--- config.mk ---
export PLATFORM = sky130hd
export DESIGN_NAME = div_unit
export DESIGN_NICKNAME = d
export VERILOG_FILES = /design/src/rtl/div_pkg.sv /design/src/rtl/div_step.sv /design/src/rtl/div_unit.sv
export SDC_FILE = /design/constraint.sdc
export NUM_CORES = 1
export LEC_CHECK = 0
export ABC_AREA = 1
export BUFFER_PORTS_ARGS = -buffer_cell sky130_fd_sc_hd__clkbuf_2
export CAP_MARGIN = 10
export CORE_MARGIN = 10
export CORE_UTILIZATION = 65
export DETAILED_ROUTE_END_ITERATION = 8
export GPL_TIMING_DRIVEN = 0
export PLACE_DENSITY = 0.84
export RECOVER_POWER = 25
export REMOVE_ABC_BUFFERS = 1
export SLEW_MARGIN = 15
export SYNTH_ARGS = -nofsm -noshare
export SYNTH_HDL_FRONTEND = slang
export SYNTH_SLANG_ARGS = --single-unit
export TNS_END_PERCENT = 30
--- constraint.sdc ---
create_clock -name clk -period 4.24 [get_ports clk]
set_input_delay 0.424 -clock clk [delete_from_list [all_inputs] [get_ports clk]]
set_output_delay 0.424 -clock clk [all_outputs]
set_load 0.01 [all_outputs]
--- src/rtl/div_pkg.sv ---
// div_pkg: shared types and constants for the RV32M divide/remainder unit.
//   div_op_e    - operation encoding, equal to funct3[1:0]
//   div_state_e - div_unit control states
//   DIV_ITERS   - quotient bits produced by the restoring loop
//   INT_MIN     - most negative 32-bit value (signed overflow operand)
//   ALL_ONES    - divide-by-zero quotient / -1 divisor pattern
package div_pkg;

  typedef enum logic [1:0] {
    DIV  = 2'b00,
    DIVU = 2'b01,
    REM  = 2'b10,
    REMU = 2'b11
  } div_op_e;

  typedef enum logic [1:0] {
    IDLE = 2'b00,
    CALC = 2'b01,
    FIX  = 2'b10,
    DONE = 2'b11
  } div_state_e;

  localparam int          DIV_ITERS = 32;
  localparam logic [31:0] INT_MIN   = 32'h8000_0000;
  localparam logic [31:0] ALL_ONES  = 32'hFFFF_FFFF;

  // Signed ops are DIV and REM; both have bit 0 clear.
  function automatic logic is_signed_op(input logic [1:0] op);
    return ~op[0];
  endfunction

endpackage

--- src/rtl/div_step.sv ---
// div_step: one combinational radix-2 restoring division iteration.
//   rem_i     - partial remainder (always < divisor_i on entry)
//   quo_i     - remaining dividend bits in the MSBs, quotient bits in the LSBs
//   divisor_i - divisor magnitude
//   rem_o     - next partial remainder
//   quo_o     - quo_i shifted left with the new quotient bit in bit 0
module div_step #(
  parameter int XLEN = 32
) (
  input  logic [XLEN-1:0] rem_i,
  input  logic [XLEN-1:0] quo_i,
  input  logic [XLEN-1:0] divisor_i,
  output logic [XLEN-1:0] rem_o,
  output logic [XLEN-1:0] quo_o
);

  logic [XLEN:0] shifted;
  logic [XLEN:0] diff;
  logic          ge;

  always_comb begin
    shifted = {rem_i, quo_i[XLEN-1]};
    diff    = shifted - {1'b0, divisor_i};
    // rem_i < divisor keeps shifted < 2*divisor, so a negative difference
    // always lands in [-2^XLEN, -1] and its top bit is a clean borrow flag.
    ge      = ~diff[XLEN];
    rem_o   = ge ? diff[XLEN-1:0] : shifted[XLEN-1:0];
    quo_o   = {quo_i[XLEN-2:0], ge};
  end

endmodule

--- src/rtl/div_unit.sv ---
// div_unit: multi-cycle RV32M DIV/DIVU/REM/REMU unit, one quotient bit per
// cycle, special cases resolved in the accept cycle.
//   clk, rst_n     - clock, synchronous active-low reset
//   start, flush   - request (sampled in IDLE), pipeline kill
//   op             - funct3[1:0]
//   src_a, src_b   - dividend, divisor
//   rd_in          - destination register index
//   busy           - unit not idle (decode stall)
//   done           - one-cycle result-valid strobe (register-file WE)
//   result, rd_out - registered result and destination index
//
// state | meaning
// IDLE  | waiting for start; special cases resolved here
// CALC  | one restoring iteration per cycle, 32 cycles
// FIX   | apply result sign, select quotient or remainder
// DONE  | result valid, done strobe
module div_unit
  import div_pkg::*;
#(
  parameter int XLEN = 32
) (
  input  logic            clk,
  input  logic            rst_n,
  input  logic            start,
  input  logic [1:0]      op,
  input  logic [XLEN-1:0] src_a,
  input  logic [XLEN-1:0] src_b,
  input  logic [4:0]      rd_in,
  input  logic            flush,
  output logic            busy,
  output logic            done,
  output logic [XLEN-1:0] result,
  output logic [4:0]      rd_out
);

  localparam int CW = $clog2(XLEN);

  div_state_e      state_q, state_d;
  div_op_e         op_q, op_d;
  logic [XLEN-1:0] rem_q, rem_d;
  logic [XLEN-1:0] quo_q, quo_d;
  logic [XLEN-1:0] dvsr_q, dvsr_d;
  logic [XLEN-1:0] result_q, result_d;
  logic [4:0]      rd_q, rd_d;
  logic            neg_quo_q, neg_quo_d;
  logic            neg_rem_q, neg_rem_d;
  logic [CW-1:0]   count_q, count_d;

  logic [XLEN-1:0] step_rem, step_quo;
  logic            sgn, a_neg, b_neg;

  div_step #(.XLEN(XLEN)) u_step (
    .rem_i     (rem_q),
    .quo_i     (quo_q),
    .divisor_i (dvsr_q),
    .rem_o     (step_rem),
    .quo_o     (step_quo)
  );

  always_comb begin
    state_d   = state_q;
    op_d      = op_q;
    rem_d     = rem_q;
    quo_d     = quo_q;
    dvsr_d    = dvsr_q;
    result_d  = result_q;
    rd_d      = rd_q;
    neg_quo_d = neg_quo_q;
    neg_rem_d = neg_rem_q;
    count_d   = count_q;

    sgn   = is_signed_op(op);
    a_neg = sgn & src_a[XLEN-1];
    b_neg = sgn & src_b[XLEN-1];

    if (flush) begin
      // Kill in flight; result keeps whatever was last written back.
      state_d = IDLE;
    end else begin
      case (state_q)
        IDLE: begin
          if (start) begin
            op_d      = div_op_e'(op);
            rd_d      = rd_in;
            neg_quo_d = a_neg ^ b_neg;
            neg_rem_d = a_neg;
            quo_d     = a_neg ? -src_a : src_a;
            dvsr_d    = b_neg ? -src_b : src_b;
            rem_d     = '0;
            count_d   = '0;
            if (src_b == '0) begin
              result_d = op[1] ? src_a : ALL_ONES;
              state_d  = DONE;
            end else if (sgn && src_a == INT_MIN && src_b == ALL_ONES) begin
              result_d = op[1] ? '0 : INT_MIN;
              state_d  = DONE;
            end else begin
              state_d = CALC;
            end
          end
        end
        CALC: begin
          rem_d   = step_rem;
          quo_d   = step_quo;
          count_d = count_q + 1'b1;
          if (count_q == CW'(DIV_ITERS - 1)) begin
            state_d = FIX;
          end
        end
        FIX: begin
          case (op_q)
            DIV:     result_d = neg_quo_q ? -quo_q : quo_q;
            REM:     result_d = neg_rem_q ? -rem_q : rem_q;
            DIVU:    result_d = quo_q;
            default: result_d = rem_q;
          endcase
          state_d = DONE;
        end
        default: begin
          state_d = IDLE;
        end
      endcase
    end
  end

  always_ff @(posedge clk) begin
    if (!rst_n) begin
      state_q   <= IDLE;
      op_q      <= DIV;
      rem_q     <= '0;
      quo_q     <= '0;
      dvsr_q    <= '0;
      result_q  <= '0;
      rd_q      <= '0;
      neg_quo_q <= 1'b0;
      neg_rem_q <= 1'b0;
      count_q   <= '0;
    end else begin
      state_q   <= state_d;
      op_q      <= op_d;
      rem_q     <= rem_d;
      quo_q     <= quo_d;
      dvsr_q    <= dvsr_d;
      result_q  <= result_d;
      rd_q      <= rd_d;
      neg_quo_q <= neg_quo_d;
      neg_rem_q <= neg_rem_d;
      count_q   <= count_d;
    end
  end

  assign busy   = (state_q != IDLE);
  assign done   = (state_q == DONE);
  assign result = result_q;
  assign rd_out = rd_q;

endmodule

# --- Word-level counts from Yosys, hierarchy flattened ---
# Cells that the tools add are included.
op_classes:
  n_reduce_logical: 13
  n_eq_ne: 11
  n_addsub: 6
  multipliers: 0
  n_lt_le_gt_ge: 0
  n_mux: 23
  bitwise: 7
  div: 0
  shift: 0
op_table:
  columns: ["op", "count"]
  rows:
  - ["$mux W32", 12]
  - ["$pmux W32 S2", 3]
  - ["$neg A32 Y32", 4]
  - ["$pmux W32 S3", 1]
  - ["$eq A32 B32 Y1 const B", 2]
  - ["$sub A33 B32 Y33", 1]
  - ["$logic_not A32 Y1", 1]
  - ["$pmux W5 S2", 1]
  - ["$mux W2", 4]
  - ["$eq A2 B2 Y1 const B", 3]
  - ["$pmux W2 S3", 1]
  - ["$reduce_and A3 Y1", 2]
  - ["$reduce_bool A2 Y1", 3]
  - ["$add A5 B1 Y5 const B", 1]
  - ["$eq A5 B5 Y1 const B", 1]
  - ["$mux W5", 1]
  - ["$eq A2 B1 Y1 const B", 2]
  - ["$logic_not A2 Y1", 2]
  - ["$ne A2 B2 Y1 const B", 2]
  - ["$not A1 Y1", 4]
  - ["$reduce_and A4 Y1", 1]
  - ["$ne A3 B3 Y1 const B", 1]
  - ["$and A1 B1 Y1", 2]
  - ["$logic_and A1 B1 Y1", 2]
  - ["other kinds (3)", 3]
word_totals:
  output_inout_bits: 39
  latch_bits: 0
  n_memories: 0
  mem_bits_rw: 0
  input_bits: 75
  word_cells: 70
  romBits: 0
  reg_bits: 144

# --- Depth between registers and ports, before layout ---
# Gate-level depths: netlist (run 1).
logic_depth:
  depth_word: 7
  depth_mapped: 18
  mapped_depth_nobuf: 17

# --- Modules after synthesis ---
# From an unflattened synthesis (run 1), not the netlist that was laid out.
unflattened:
  hier_cells: 2575
  hier_area_um2: 13942.1
modules_own_cells:
  columns: ["module", "instances", "cells_each", "area_per_inst_um2"]
  rows:
  - ["div_unit", 1, 1860, 10538.9]
  - ["div_step", 1, 715, 3403.3]

# --- Worst setup path before layout (run 1) ---
# OpenSTA, ideal clock, no wires.
synth_timing:
  path_type: "register -> register"
  start: "register quo_q[31]"
  end: "register rem_q[11]"
  slack_ns: 1.959
  path_stages_with_launch: 19
  t_arrival_ns: 2.148
  setup_ns: 0.132
  path_cell_list: "dfxtp_1 > inv_1 > ha_1 > fa_1 > inv_1 > nand3_1 > nand2_2 > nand2_1 > nand2_2 > nand2_1 > nand2_1 > nand2_1 > nand2_1 > nand2_1 > nand2_2 > buf_2 > nand2_1 > nand3_1 > a21oi_1"
synth_via:
  elab_chain_len: 3
synth_rtl:
  columns: ["item", "line", "text"]
  rows:
  - ["from (decl)", "div_unit.sv:41", "logic [XLEN-1:0] quo_q, quo_d;"]
  - ["from (signal assigned)", "div_unit.sv:142", "quo_q <= quo_d;"]
  - ["$sub A33 B32 Y33", "div_step.sv:23", "diff = shifted - {1'b0, divisor_i};"]
  - ["$mux W32", "div_step.sv:27", "rem_o = ge ? diff[XLEN-1:0] : shifted[XLEN-1:0];"]
  - ["$pmux W32 S2", "div_unit.sv:80", "case (state_q)"]
  - ["to (signal assigned)", "div_unit.sv:141", "rem_q <= rem_d;"]
  - ["to (decl)", "div_unit.sv:40", "logic [XLEN-1:0] rem_q, rem_d;"]
# Every way passes these cells.
# A chain may end at the register's enable or synchronous reset.

# --- Worst setup path after layout (run 1) ---
layout_timing:
  start: "register state_q[0]"
  end: "register result_q[19], in the netlist result[19]"
layout_via:
  elab_chain_len: 3
  elab_cells_between_ends: 7
  classes_between: "eq/ne: 3; mux: 1; reduce/logical: 3"
layout_rtl:
  columns: ["item", "line", "text"]
  rows:
  - ["from (decl)", "div_unit.sv:38", "div_state_e state_q, state_d;"]
  - ["from (signal assigned)", "div_unit.sv:139", "state_q <= state_d;"]
  - ["$logic_not A2 Y1 or $eq A2 B2 Y1 (tied branches)", "div_unit.sv:80", null]
  - ["$ne A3 B3 Y1 (no source line), or another cell as far along", null, null]
  - ["$reduce_and A4 Y1 (no source line)", null, null]
  - ["to (signal assigned)", "div_unit.sv:144", "result_q <= result_d;"]
  - ["to (decl)", "div_unit.sv:43", "logic [XLEN-1:0] result_q, result_d;"]
# Parallel ways exist; a longest one is shown, timed or not.

==> results of run 1 <==
[state kept, by name, summed over array words and instances, names as in the netlist]
| register | count |
|---|---|
| count_q | 5 |
| dvsr_q | 32 |
| neg_quo_q | 1 |
| neg_rem_q | 1 |
| op_q | 2 |
| quo_q | 32 |
| rd_out | 5 |
| rem_q | 32 |
| result | 32 |
| state_q | 2 |
[critical path: stages (launching register included)]
cell and delay, ns:
dfxtp_1 0.36, inv_1 0.11, ha_1 0.56, clkinv_1 0.89, a21oi_2 0.77, nand2_4 0.42
clkinv_2 0.37, nand3_1 0.18, nor2b_1 0.17
[power groups by stage]
stage	combinational (uW)	clock, uW	sequential [uW]
finish	1140	1560	1490
global placement	1060	0	1520
CTS	1110	1540	1490
global route	1250	1600	1500
floorplan	737	0	1500
detailed placement	1100	0	1520
[cell families after synthesis]
kind of cell | Yosys count | synth area share (%)
xor gates and xnor gates | 46 | 2.986
buffers and inverters | 470 | 13.61
and+or+nand+nor | 1339 | 41.68
adders and majority gates | 45 | 4.229
DFF | 144 | 21.37
AOI/OAI and AO/OA | 412 | 16.13
[Yosys cell counts (3+ instances only)]
library cell	n
nand2_1	726
inv_1	370
nor2_1	281
nand3_1	219
a21oi_1	197
o21ai_0	164
dfxtp_1	144
clkbuf_1	53
ha_1	44
nand4_1	34
nor3_1	28
xor2_1	26
xnor2_1	20
o211ai_1	18
buf_2	17
nand3b_1	10
buf_1	8
o21ai_1	7
clkinv_1	6
inv_2	6
nor4_1	6
or2_2	6
buf_4	5
nand2_2	5
nor2_2	5
a21boi_0	4
buf_6	4
o21bai_1	4
o221ai_1	4
a211oi_1	3
and2_1	3
and3_1	3
nand3_2	3
o22ai_1	3
[worst paths after layout]
path | slack [ns] | start | end | cells past startpoint
min reg2reg | 0.48 | result[11]$_SDFFE_PN0P_ | result[11]$_SDFFE_PN0P_ | 2
min | 0.21 | rd_in[0] | rd_out[0]$_SDFFE_PN0P_ | 3
max | 0.28 | state_q[0]$_SDFFE_PP0P_ | result[19]$_SDFFE_PN0P_ | 8
max reg2reg | 0.28 | state_q[0]$_SDFFE_PP0P_ | result[19]$_SDFFE_PN0P_ | 8
[repair_timing]
action	4_1_cts	5_1_grt
setup endpoints to repair	16	0
gates resized for setup	1	0
hold buffers	0	0
[per-stage QoR]
stage | hold slack (ns) | setup TNS, ns | cells | area, um2 | util, %
after CTS | 0.2117 | 0 | 2793 | 14760 | 72.72
after detailed placement | 0.4641 | -4.311 | 2761 | 14170 | 69.79
after global routing | 0.2330 | 0 | 2793 | 14700 | 72.40
final | 0.2053 | 0 | 2793 | 14700 | 72.40
after global placement | 0.4519 | -312.87 | 2752 | 14000 | 68.95
after floorplan | 0.4453 | -53.61 | 2369 | 13090 | -
[area by class of cell]
class                      count  share of cell area, %
clock buffer                  18                  2.920
clock inverter                14                  1.115
inverter                     383                  9.808
multi-input combinational   1842                  59.82
sequential                   144                  19.62
tap                          270                  2.299
timing repair buffer         122                  4.419
[routing by layer]
metal | wire (um) | share of wire [%] | GRT usage (%)
met5 | 0 | 0 | 0
met2 | 20510 | 43 | 52.91
met4 | 1952 | 4.1 | 12.92
met1 | 18890 | 40 | 44.16
met3 | 6206 | 13 | 8.786
==> impl_metrics.tcl, run 1 <==
set metrics [dict create \
    cts_root_buffer "clkbuf_16" \
    cts_setup_buffers 0 \
    hpwl_um 36620 \
    regArea_um2 2883 \
    leakage_uw 0.007712 \
    p_sw_uw 1577 \
    cts.sinks 144 \
    pre_cts_slack_ns -0.3971 \
    gr-usage-all-layers_pct 33.99 \
    final_cell_mix "726 x nand2_1, 370 x inv_1, 278 x nor2_1" \
    viasPerCell 5.944 \
    ir_worst_vdd_v 0.0002404 \
    fp.dieW_um 164.1 \
    ys_warn_count 0 \
    ys_top_cells_by_area "dfxtp_1 21%, nand2_1 20%, inv_1 10%, nand3_1 8.1%, nor2_1 7.8%" \
    grt_overflow_total 0 \
    yosys.cell_types.count 50 \
    via_count 16602 \
    drtPass1Iterations 8 \
    maxCapViolCount 0 \
    intPower_uw 2615 \
    synth_edf_count 0 \
    arrival_ns 4.30 \
    drc 0 \
    drive_gt1_share_pct 6.143 \
    power.total_uw 4192 \
    port_buffers 113 \
    die_y_um 164.1 \
    ys_seq_area_share_pct 21.37 \
    worst_hold_path_type "in2reg" \
    fmax_mhz 252.3 \
    synth_area_um2 13490 \
    die_area_um2 26920 \
    cts_tree "done" \
    rows 52 \
    gp_congestion 1.042 \
    drt_wl_total_um 47550 \
    ant_nets 0 \
    seqPwrFrac_pct 35.6 \
    setup_viol 0 \
    cp.required_ns 4.58 \
    grt_pass1_wl_um 74280 \
    syn_area_per_cell_um2 5.493 \
    syn_inst 2456 \
    worst_pin_slew_ns 1.155 \
    ys_ff_latch 144 \
    final_common_cell "nand2_1" \
    cts_buffers 17 \
    syn_to_final_growth_pct 8.941 \
    start_util_pct 66.46 \
    power.clock.fraction_pct 37.2 \
    num-fill-cells 1838 \
    io_pins 114 \
    fin_crit_sh_pct 93.50 \
    crit_fanout 43 \
    synthFlopType "dfxtp_1" \
    layout_min_cycle_time_ns 3.964 \
    clk_latency_ns 0.45 \
    synth.top_cell.area_share_pct 21.37 \
    finalHoldViolCount 0 \
    finalWorstSetupSlack_ns 0.2757 \
    nNetsFinal 2630 \
    final_max_slew_viol_count 0 \
    start_kind "register" \
    htreeDepth 4 \
    grt_max_degree 66 \
    p_comb_share_pct 27.2 \
    finalClockSkew_ns 0.02306 \
    swShare_pct 37.62 \
    synthArstFlopShare_pct 0 \
    grt_pass1_vias 14670 \
    antenna_found_initial 1 \
    worstSetupPathType "reg2reg" \
    crit_path_end_kind "register" \
    wl_per_cell_um 17.03 \
    antennaDiodeCount 0 \
    synth_area_leader_cell "dfxtp_1" \
    drtIter0Drc 2387 \
    clkTransAtPathRegs_ns 0.08 \
    slew_headroom_pct 22.90 \
    clock_path_buffers 2 \
    multi_input_area_um2 8792 \
    status "finished, final reports clean" \
    rsz0062_at_grt "false" \
    core_um2 20300 \
    p_per_area_nw_per_um2 285.2 \
]
Power figures use the tool's default switching activity.
==> run 2: changes to the inputs <==
--- a/config.mk
+++ b/config.mk
@@ -5,14 +5,13 @@
 export SDC_FILE = /design/constraint.sdc
 export NUM_CORES = 1
 export LEC_CHECK = 0
-export ABC_AREA = 1
 export BUFFER_PORTS_ARGS = -buffer_cell sky130_fd_sc_hd__clkbuf_2
 export CAP_MARGIN = 10
 export CORE_MARGIN = 10
-export CORE_UTILIZATION = 65
+export CORE_UTILIZATION = 61
 export DETAILED_ROUTE_END_ITERATION = 8
 export GPL_TIMING_DRIVEN = 0
-export PLACE_DENSITY = 0.84
+export PLACE_DENSITY = 0.8
 export RECOVER_POWER = 25
 export REMOVE_ABC_BUFFERS = 1
 export SLEW_MARGIN = 15
==> constraint.sdc (replaced) <==
create_clock -name clk -period 4.5 [get_ports clk]
set_input_delay 0.45 -clock clk [delete_from_list [all_inputs] [get_ports clk]]
set_output_delay 0.45 -clock clk [all_outputs]
set_load 0.01 [all_outputs]
==> run 2 against run 1 <==
The flow now finishes with violations (max-capacitance violations, max-slew violations). Via count shrank 31%. Setup slack gained 0.13 ns. Critical endpoint is now rem_q[27]$_SDFFE_PN0P_. Synthesized cell count shrank 38%. Sequential power shrank 8%. Design area shrank 16%. Critical path type unchanged. Register-to-register slack gained 0.13 ns. Sequential share of layout area grew 3.8 points. Fmax shrank 3.2%.
==> impl_metrics.tcl, run 2 <==
set metrics [dict create \
    status "complete, but fails checks" \
    violations "max-capacitance violations, max-slew violations" \
    cpMaxStageDelayCell "mux2i_4" \
    reg2reg_from "rem_q[4]$_SDFFE_PN0P_" \
    via_count 11407 \
    fp.dieW_um 154.6 \
    holdPathStages 3 \
    io_pins 114 \
    slew_headroom_pct -96.67 \
    synth_area_um2 11060 \
    setup_viol 0 \
    htreeDepth 4 \
    worst_hold_path_type "in2reg" \
    syn_to_final_growth_pct 11.22 \
    grt_max_degree 89 \
    clkTransAtPathRegs_ns 0.06 \
    cp.required_ns 4.80 \
    crit_path_end_kind "register" \
    num-fill-cells 1581 \
    antenna_found_initial 0 \
    crit_fanout 21 \
    finalClockSkew_ns 0.01279 \
    placed_cell_area_um2 11720 \
    worst_pin_slew_ns 2.950 \
    clk_latency_ns 0.44 \
    ys_ff_latch 144 \
    post_cts_resized 0 \
    cpPeakStageDelay_ns 0.69 \
    r2r_cells 10 \
    syn_inst 1533 \
    cts_setup_buffers 0 \
    wl_per_cell_um 17.99 \
    crit_chain "ha_1, a21o_1, a211oi_1, a21boi_0, a2111o_1, nand2_1, mux2i_4, buf_16, or2_0, o21ai_0" \
    rrSetupSlack_ns 0.41 \
    drc 0 \
    clock_path_buffers 2 \
    synthFlopType "dfxtp_1" \
    antennaDiodeCount 0 \
    cts-hold-fix-buffers 0 \
    synthArstFlopShare_pct 0 \
    drive_gt1_share_pct 8.712 \
    core_um2 17900 \
    yosysMostFrequentCell "nand2_1" \
    final_cell_mix "184 x nand2_1, 143 x dfxtp_1, 142 x nor2_1" \
    drtIter0Drc 975 \
    ys_warn_count 0 \
    drt_wl_total_um 32620 \
    p_per_area_nw_per_um2 300.3 \
    viasPerCell 6.292 \
    grt_overflow_total 0 \
    hpwl_um 23890 \
    finalHoldViolCount 0 \
    ir_worst_vdd_v 0.0002934 \
    cts_root_buffer "clkbuf_16" \
    maxCapViolCount 1 \
    worstSetupPathType "reg2reg" \
    grt_pass1_wl_um 52570 \
    fin_crit_sh_pct 90.99 \
    cts.sinks 144 \
    gr-usage-all-layers_pct 26.03 \
    fin_tns_setup_ns 0 \
    synth_area_leader_cell "dfxtp_1" \
    leakage_uw 0.004678 \
    synth.top_cell.area_share_pct 26.08 \
    synth_edf_count 0 \
    start_kind "register" \
    arrival_ns 4.39 \
    syn_area_per_cell_um2 7.212 \
    hold_path_end "rd_out[0]$_SDFFE_PN0P_" \
    drtPass1Iterations 6 \
    grt_pass1_vias 10707 \
    die_area_um2 23910 \
    synth_commonest_cells "184 x nand2_1, 145 x nor2_1, 144 x dfxtp_1" \
    r2r_end "rem_q[27]$_SDFFE_PN0P_" \
    cts_tree "done" \
    final_common_cell "nand2_1" \
    final_max_slew_viol_count 89 \
    port_buffers 113 \
    cts_buffers 17 \
    ys_seq_area_share_pct 26.08 \
    rsz0062_at_grt "false" \
    fin_area_um2 12300 \
    die_y_um 154.6 \
    rows 49 \
    min_from "rd_in[0]" \
    ant_nets 0 \
    yosys.cell_types.count 73 \
    ys_top_cells_by_area "dfxtp_1 26%, xnor2_1 6.7%, nand2_1 6.2%, o21ai_0 6.2%, a21oi_1 6.1%" \
    start_util_pct 61.76 \
    layout_min_cycle_time_ns 4.094 \
    whs_ns 0.2348 \
    fmax_mhz 244.2 \
    nNetsFinal 1691 \
    gp_congestion 0.9356 \
]
-- run 2: cell types whose count changed after synthesis, moves of 25 or more --
cell	before	now
clkbuf_1	53	88
a21oi_1	197	135
xnor2_1	20	85
nand3_1	219	24
o21ai_0	164	137
a211oi_1	3	38
xor2_1	26	51
mux2i_1	0	28
inv_1	370	66
nand2_1	726	184
nor2_1	281	145
a31oi_1	1	43
-- run 2: how the worst max path moves through the flow --
stage                             from                endpoint  depth (start not counted)
2_1_floorplan    rem_q[4]$_SDFFE_PN0P_   rem_q[0]$_SDFFE_PN0P_                          9
3_3_place_gp   state_q[0]$_SDFFE_PP0P_  quo_q[25]$_SDFFE_PN0P_                          7
3_5_place_dp     rem_q[4]$_SDFFE_PN0P_  rem_q[27]$_SDFFE_PN0P_                         10
4_1_cts          rem_q[4]$_SDFFE_PN0P_  rem_q[27]$_SDFFE_PN0P_                         10
5_1_grt          rem_q[4]$_SDFFE_PN0P_  rem_q[28]$_SDFFE_PN0P_                         10
6_report         rem_q[4]$_SDFFE_PN0P_  rem_q[27]$_SDFFE_PN0P_                         10
-- run 2: critical path: cells and delay by family (launching register included) --
kind / cells / cell delay, ns
fa+ha+maj: 1 / 0.33
simple gates: 2 / 0.57
buf+inv: 1 / 0.25
compound gates: 5 / 1.62
flops: 1 / 0.48
mux: 1 / 0.69
-- run 2: where the power goes --
group / switching, uW / internal [uW]
clock network: 587 / 904
logic: 515 / 313
registers: 48.4 / 1320
-- run 2: final cells by class --
type | count | area (um2) | share of cell area, %
Clock buffer | 20 | 456.7 | 3.714
Inverter | 67 | 251.5 | 2.045
Timing Repair Buffer | 121 | 690.7 | 5.617
Tap cell | 229 | 286.5 | 2.330
Sequential cell | 144 | 2884 | 23.46
Multi-Input combinational cell | 1220 | 7567 | 61.54
Clock inverter | 12 | 158.9 | 1.292
-- run 2: logic make-up after synthesis --
group | synth area share, %
mux | 2.739
fa+ha+maj | 5.161
buf+inv | 5.908
simple gates | 21.50
xor+xnor | 10.77
flops | 26.08
compound gates | 27.84
-- run 2: per-layer routing --
layer	global-route usage [%]	share of wire, %
met5	0	0
met4	11.34	3.7
met3	6.018	7.4
met2	42.34	47
met1	32.15	42
-- run 2: per-stage QoR --
stage	total power, uW	instances	setup slack (ns)	utilization (%)
after floorplan	1951	1431	-0.1944	-
after global placement	2177	1773	-2.396	64.27
after detailed placement	2208	1780	0.5204	65.48
after CTS	3678	1812	0.4804	68.92
after global routing	3850	1813	0.1006	68.68
final	3692	1813	0.4056	68.68
